### config.mk
export PLATFORM = sky130hd
export DESIGN_NAME = chip8_sprite_draw
export DESIGN_NICKNAME = d
export VERILOG_FILES = /design/src/rtl/chip8_sprite_draw.sv
export SDC_FILE = /design/constraint.sdc
export NUM_CORES = 1
export LEC_CHECK = 0
export BUFFER_PORTS_ARGS = -buffer_cell sky130_fd_sc_hd__buf_2
export CORE_UTILIZATION = 38
export DETAILED_ROUTE_END_ITERATION = 8
export GPL_TIMING_DRIVEN = 0
export SYNTH_ARGS = -nofsm -noshare
export SYNTH_HDL_FRONTEND = slang
export SYNTH_SLANG_ARGS = --single-unit
### constraint.sdc
create_clock -name clk_in -period 4.9 [get_ports clk_in]
set_input_delay 0.98 -clock clk_in [delete_from_list [all_inputs] [get_ports clk_in]]
set_output_delay 0.98 -clock clk_in [all_outputs]
set_load 0.02 [all_outputs]
### src/rtl/chip8_sprite_draw.sv
// chip8_sprite_draw
//   Executes CHIP-8 DRAW (DXYN) and CLEAR (00E0) against an external
//   memory port that holds both sprite RAM and a 1 bpp VRAM. There is at
//   most one memory request outstanding at a time.
//
//   Build option: define CHIP8_DRAW_WRAP_EN to wrap sprites at the screen
//   edges (rows modulo SCREEN_H, right byte modulo ROW_BYTES). Leave it
//   undefined to clip instead (rows past the bottom and the byte past the
//   right edge are skipped).
//
// Parameters
//   SCREEN_H  : display height in rows (power of two)
//   ROW_BYTES : bytes per VRAM row (MSB of a byte = leftmost pixel)
//
// Ports
//   clk_in, rst_in (synchronous, active-low)
//   cmd_valid_in / cmd_ready_out : command handshake
//   cmd_op_in (0 DRAW, 1 CLEAR), cmd_x_in, cmd_y_in, cmd_n_in, cmd_i_in
//   done_out      : one-cycle completion pulse
//   collision_out : VF result, held until the next command is accepted
//   mem_valid_out / mem_ready_in : request handshake
//   mem_we_out, mem_type_out (0 RAM, 1 VRAM), mem_addr_out, mem_data_out
//   mem_rvalid_in, mem_rdata_in (low byte) : read return
module chip8_sprite_draw #(
  parameter int SCREEN_H  = 32,
  parameter int ROW_BYTES = 8
) (
  input  logic        clk_in,
  input  logic        rst_in,
  input  logic        cmd_valid_in,
  output logic        cmd_ready_out,
  input  logic        cmd_op_in,
  input  logic [7:0]  cmd_x_in,
  input  logic [7:0]  cmd_y_in,
  input  logic [3:0]  cmd_n_in,
  input  logic [11:0] cmd_i_in,
  output logic        done_out,
  output logic        collision_out,
  output logic        mem_valid_out,
  output logic        mem_we_out,
  output logic        mem_type_out,
  output logic [15:0] mem_addr_out,
  output logic [15:0] mem_data_out,
  input  logic        mem_ready_in,
  input  logic        mem_rvalid_in,
  input  logic [15:0] mem_rdata_in
);

  localparam logic [7:0]  Y_MASK   = 8'(SCREEN_H - 1);
  localparam logic [8:0]  SH9      = 9'(SCREEN_H);
  localparam logic [7:0]  LAST_COL = 8'(ROW_BYTES - 1);
  localparam logic [15:0] RB16     = 16'(ROW_BYTES);
  localparam logic [15:0] CLR_LAST = 16'(SCREEN_H * ROW_BYTES - 1);

  typedef enum logic [2:0] {
    S_IDLE, S_SPR_RD, S_L_RD, S_L_WR, S_R_RD, S_R_WR, S_CLR_WR, S_FINISH
  } state_t;

  // control state (reset)
  state_t      state_q, state_d;
  logic        acc_q, acc_d;     // read accepted, waiting for its return
  logic        coll_q, coll_d;
  // working data (no reset needed; loaded at command acceptance)
  logic [7:0]  col_q, col_d;
  logic [2:0]  off_q, off_d;
  logic [7:0]  y_q, y_d;
  logic [3:0]  rows_q, rows_d;
  logic [11:0] iaddr_q, iaddr_d;
  logic [7:0]  spr_q, spr_d;
  logic [7:0]  vdat_q, vdat_d;
  logic [15:0] clr_q, clr_d;

  logic        req_state;
  logic        mem_fire;
  logic        rd_done;
  logic [15:0] shifted;
  logic [7:0]  left_bits;
  logic [7:0]  right_bits;
  logic [15:0] row_base;
  logic [7:0]  rcol;
  logic        right_exists;
  logic [7:0]  y_next;
  logic        y_end;
  logic        unused_bits;

  assign unused_bits = ^{cmd_x_in[7:6], mem_rdata_in[15:8]};

  // {spr,0}>>off splits the sprite across the two destination bytes at once.
  assign shifted    = {spr_q, 8'h00} >> off_q;
  assign left_bits  = shifted[15:8];
  assign right_bits = shifted[7:0];
  assign row_base   = 16'(y_q) * RB16;

`ifdef CHIP8_DRAW_WRAP_EN
  assign rcol         = (col_q == LAST_COL) ? 8'h00 : col_q + 8'h01;
  assign right_exists = 1'b1;
  assign y_next       = (y_q + 8'h01) & Y_MASK;
  assign y_end        = 1'b0;
`else
  assign rcol         = col_q + 8'h01;
  assign right_exists = (col_q != LAST_COL);
  assign y_next       = y_q + 8'h01;
  assign y_end        = ({1'b0, y_q} + 9'd1) >= SH9;
`endif

  assign req_state = (state_q == S_SPR_RD) || (state_q == S_L_RD) ||
                     (state_q == S_L_WR)   || (state_q == S_R_RD) ||
                     (state_q == S_R_WR)   || (state_q == S_CLR_WR);

  // Outputs are gated by rst_in so they read idle for the whole reset window.
  assign mem_valid_out = rst_in && req_state && !acc_q;
  assign mem_we_out    = rst_in && ((state_q == S_L_WR) || (state_q == S_R_WR) ||
                                    (state_q == S_CLR_WR));
  assign mem_type_out  = (state_q != S_SPR_RD);
  assign cmd_ready_out = rst_in && (state_q == S_IDLE);
  assign done_out      = rst_in && (state_q == S_FINISH);
  assign collision_out = rst_in && coll_q;
  assign mem_fire      = mem_valid_out && mem_ready_in;
  assign rd_done       = acc_q && mem_rvalid_in;

  always_comb begin
    mem_addr_out = 16'h0000;
    mem_data_out = 16'h0000;
    case (state_q)
      S_SPR_RD: mem_addr_out = {4'h0, iaddr_q};
      S_L_RD:   mem_addr_out = row_base + {8'h00, col_q};
      S_L_WR: begin
        mem_addr_out = row_base + {8'h00, col_q};
        mem_data_out = {8'h00, vdat_q ^ left_bits};
      end
      S_R_RD:   mem_addr_out = row_base + {8'h00, rcol};
      S_R_WR: begin
        mem_addr_out = row_base + {8'h00, rcol};
        mem_data_out = {8'h00, vdat_q ^ right_bits};
      end
      S_CLR_WR: mem_addr_out = clr_q;
      default: ;
    endcase
  end

  always_comb begin
    state_d = state_q;
    acc_d   = acc_q;
    coll_d  = coll_q;
    col_d   = col_q;
    off_d   = off_q;
    y_d     = y_q;
    rows_d  = rows_q;
    iaddr_d = iaddr_q;
    spr_d   = spr_q;
    vdat_d  = vdat_q;
    clr_d   = clr_q;

    // a write or a read acceptance ends the request phase; reads then wait
    if (mem_fire && !mem_we_out) acc_d = 1'b1;
    if (rd_done) acc_d = 1'b0;

    case (state_q)
      S_IDLE: begin
        if (cmd_valid_in) begin
          coll_d  = 1'b0;
          col_d   = {5'b00000, cmd_x_in[5:3]};
          off_d   = cmd_x_in[2:0];
          y_d     = cmd_y_in & Y_MASK;
          rows_d  = cmd_n_in;
          iaddr_d = cmd_i_in;
          clr_d   = 16'h0000;
          if (cmd_op_in)              state_d = S_CLR_WR;
          else if (cmd_n_in == 4'd0)  state_d = S_FINISH;
          else                        state_d = S_SPR_RD;
        end
      end
      S_SPR_RD: begin
        if (rd_done) begin
          spr_d   = mem_rdata_in[7:0];
          state_d = S_L_RD;
        end
      end
      S_L_RD: begin
        if (rd_done) begin
          vdat_d  = mem_rdata_in[7:0];
          state_d = S_L_WR;
        end
      end
      S_R_RD: begin
        if (rd_done) begin
          vdat_d  = mem_rdata_in[7:0];
          state_d = S_R_WR;
        end
      end
      S_L_WR, S_R_WR: begin
        if (mem_fire) begin
          if (state_q == S_L_WR) coll_d = coll_q | (|(vdat_q & left_bits));
          else                   coll_d = coll_q | (|(vdat_q & right_bits));
          if (state_q == S_L_WR && off_q != 3'd0 && right_exists) begin
            state_d = S_R_RD;
          end else if (rows_q == 4'd1 || y_end) begin
            state_d = S_FINISH;
          end else begin
            rows_d  = rows_q - 4'd1;
            y_d     = y_next;
            iaddr_d = iaddr_q + 12'd1;
            state_d = S_SPR_RD;
          end
        end
      end
      S_CLR_WR: begin
        if (mem_fire) begin
          if (clr_q == CLR_LAST) state_d = S_FINISH;
          else                   clr_d   = clr_q + 16'd1;
        end
      end
      S_FINISH: state_d = S_IDLE;
      default:  state_d = S_IDLE;
    endcase
  end

  always_ff @(posedge clk_in) begin
    if (!rst_in) begin
      state_q <= S_IDLE;
      acc_q   <= 1'b0;
      coll_q  <= 1'b0;
    end else begin
      state_q <= state_d;
      acc_q   <= acc_d;
      coll_q  <= coll_d;
    end
  end

  always_ff @(posedge clk_in) begin
    col_q   <= col_d;
    off_q   <= off_d;
    y_q     <= y_d;
    rows_q  <= rows_d;
    iaddr_q <= iaddr_d;
    spr_q   <= spr_d;
    vdat_q  <= vdat_d;
    clr_q   <= clr_d;
  end

endmodule
==> results.toml <==
[run_status]
status = "finished, final reports clean"

[setup_path]
timing.rr.end = "y_q[3]"
reg2regPathDepth = 7
cp-start-kind = "flop"
slowest_delay_ps = 390
crit_slowest_cell = "mux2_2"
timing.rr.start = "y_q[0]"
setup.worst_path.class = "reg2out"
worstPathArrival_ps = 2480
cp-end-kind = "primary output"
crit_path_cell_trace = "buf_2 -> nand3b_1 -> mux2_2 -> a211oi_1 -> nor3_1 -> nor3b_1 -> buf_2"
worst-path-max-fanout = 10
rrSetupSlack_ps = 1950
crit_path_frequent_cell = "buf_2"
required_ps = 3920

[timing]
setup-violations-final = 0
fin_crit_ps = 3460
setup_tns_ps = 0
fmax_mhz = 289
slew_viol_final = 0
maxSlewHeadroom_pct = 39.6
worst_pin_slew_ps = 906
fin_crit_sh_pct = 70.6
final_hold_viol_count = 0
skew_ps = 10.6
rsz0062_at_grt = "no"
hold_ws_ps = 673

[cts]
clkTransAtPathRegs_ps = 60
cts_sinks = 67
cts_tree = "done"
clk_path_buf_depth = 2
htree_levels = 3
ctsHoldBuffers = 0
root_buffer = "clkbuf_16"
post_cts_buffers = 0
cts_buffers = 9
clk_latency_ps = 340
ctsResizeCount = 0

[grt]
grt_pass1_wl_mm = 20.8
grt_start_max_net_pins = 17
grt_usage_pct = 21.4
top_usage_layer = "met2"
first_global_vias = 4003
antenna_found_initial = 0
use_met2_pct = 34.3
gr-total-overflow = 0
use_met1_pct = 28.0
use_met3_pct = 5.30

[worst_hold_path]
holdCritStartpoint = "clr_q[0]"
hold_depth = 1
hold_path_class = "reg2reg"
min_to = "clr_q[0]"

[placed_design]
place.detailed.hpwl_mm = 9.68
gp_congestion = 0.886
portBuffers = 70

[synth]
syn_inst = 488
yosys_warnings = 0
ys_async_sr_fraction_pct = 0
ys_types = 67
synthFlopType = "edfxtp_1"
ys_ff_latch = 67
synth_area_um2 = 4660
synth-edff-count = 62
avgSynthCellArea_um2 = 9.55
seq_area_frac_synth_pct = 42.1

[pwr]
p_leak_uw = 0.00215
p_per_area_nw_per_um2 = 562
peakVddDrop_mv = 0.234

[route]
drc = 0
drtIter0Drc = 260
vias = 4046
detail_route.vias_per_cell = 5.55
wl_mm = 12.9
antenna_left = 0
wl_per_cell_um = 17.6
dr.pass1.iters = 5

[die]
die-area_um2 = 12700
io_pins = 92
die_x_um = 113
num_rows = 40
start_util_pct = 39.0
core_um2 = 12000
fp.dieH_um = 113

[final_layout]
fill_cells = 1157
area_growth_pct = 19.0
layout-drive-gt1-share_pct = 22.0
layout.nets = 638
insertedDiodeCount = 0

[run]
maxCapViolCount = 0
-- metal layers --
metal | up-vias | wire length [um]
li1 | 1982 | -
met1 | 1923 | 5800
met2 | 120 | 6150
met3 | 21 | 685
met4 | 0 | 227
met5 | - | 0
-- how the worst max path moves through the flow --
stage	endpoint	cells after the start	start
floorplan	iaddr_q[0]	6	y_q[0]
global placement	iaddr_q[9]	6	y_q[0]
detailed placement	mem_data_out[5]	7	state_q[2]
CTS	mem_data_out[5]	7	state_q[2]
global route	mem_data_out[1]	7	state_q[2]
finish	mem_data_out[5]	7	state_q[2]
-- layout make-up --
| class | count | area (um^2) | area share (%) |
|---|---|---|---|
| clock inverter | 5 | 36.3 | 0.654 |
| timing repair buffer | 71 | 365 | 6.59 |
| multi-input combinational | 375 | 2500 | 45.0 |
| inverter | 12 | 45.0 | 0.812 |
| sequential | 67 | 1960 | 35.4 |
| clock buffer | 11 | 243 | 4.38 |
| tap | 147 | 184 | 3.32 |
| buffer | 41 | 211 | 3.81 |
-- registers in the layout, indices dropped and copies added (netlist names) --
register	count
clr_q	16
acc_q	1
coll_q	1
col_q	3
iaddr_q	12
vdat_q	8
y_q	8
state_q	3
off_q	3
rows_q	4
spr_q	8
-- synth_stat cells, types with 9 or more instances --
cell / count / area (um^2)
a21oi_1: 22 / 110
and2_1: 9 / 56.3
and3_1: 19 / 119
clkbuf_1: 23 / 86.3
edfxtp_1: 62 / 1860
inv_1: 12 / 45.0
mux2_2: 13 / 146
nand2_1: 40 / 150
nand3_1: 22 / 110
nor2_1: 37 / 139
nor3_1: 21 / 105
o21ai_0: 33 / 165
xnor2_1: 21 / 184
xor2_1: 20 / 175
-- metrics by stage --
stage | instance area [um^2] | total power, uW | setup WS (ps) | std cells | utilization, %
after floorplan | 4690 | 2030 | 1050 | 495 | -
after global placement | 5220 | 2460 | -58.3 | 712 | 43.7
after detailed placement | 5270 | 2510 | 1820 | 713 | 44.0
after CTS | 5540 | 3130 | 1430 | 729 | 46.3
after global routing | 5540 | 3320 | 1300 | 729 | 46.3
final | 5540 | 3110 | 1440 | 729 | 46.3
-- worst max-delay path, delay by kind of cell (launching register included) --
kind / cells / cell delay [ps]
AOI/OAI and AO/OA: 1 / 310
buffers and inverters: 2 / 440
DFF: 1 / 370
and+or+nand+nor: 3 / 640
muxes: 1 / 390
-- placed cells by master (no fill, tap or decap), drive strengths merged, types with 5 or more instances in the layout --
cell,n
inv,13
clkbuf,35
a21oi,22
and2,9
nor3,21
nor2,37
edfxtp,62
mux2,14
buf,88
nand3,22
nand2,40
o21a,5
xnor2,21
nand2b,5
o21ai,33
a22oi,8
o221ai,7
xor2,20
conb,8
and3,19
nor2b,8
dfxtp,5
ha,7
-- cells by family after synthesis --
logic type,after synthesis,share of synthesized area (%)
other,1,0.0805
AND/OR/NAND/NOR,186,20.6
adder cells (fa/ha/maj),7,1.88
AO/OA/AOI/OAI,112,16.4
flip-flops,67,42.1
multiplexers,21,5.77
buffers and inverters,53,5.50
XOR/XNOR,41,7.70
-- power breakdown --
group	leakage [uW]	internal, uW	switching (uW)
registers	0.000625	858	182
clock network	0.000140	358	255
logic	0.00138	551	910
total	0.00215	1770	1350
No activity file was read; power rests on OpenSTA's default activity.
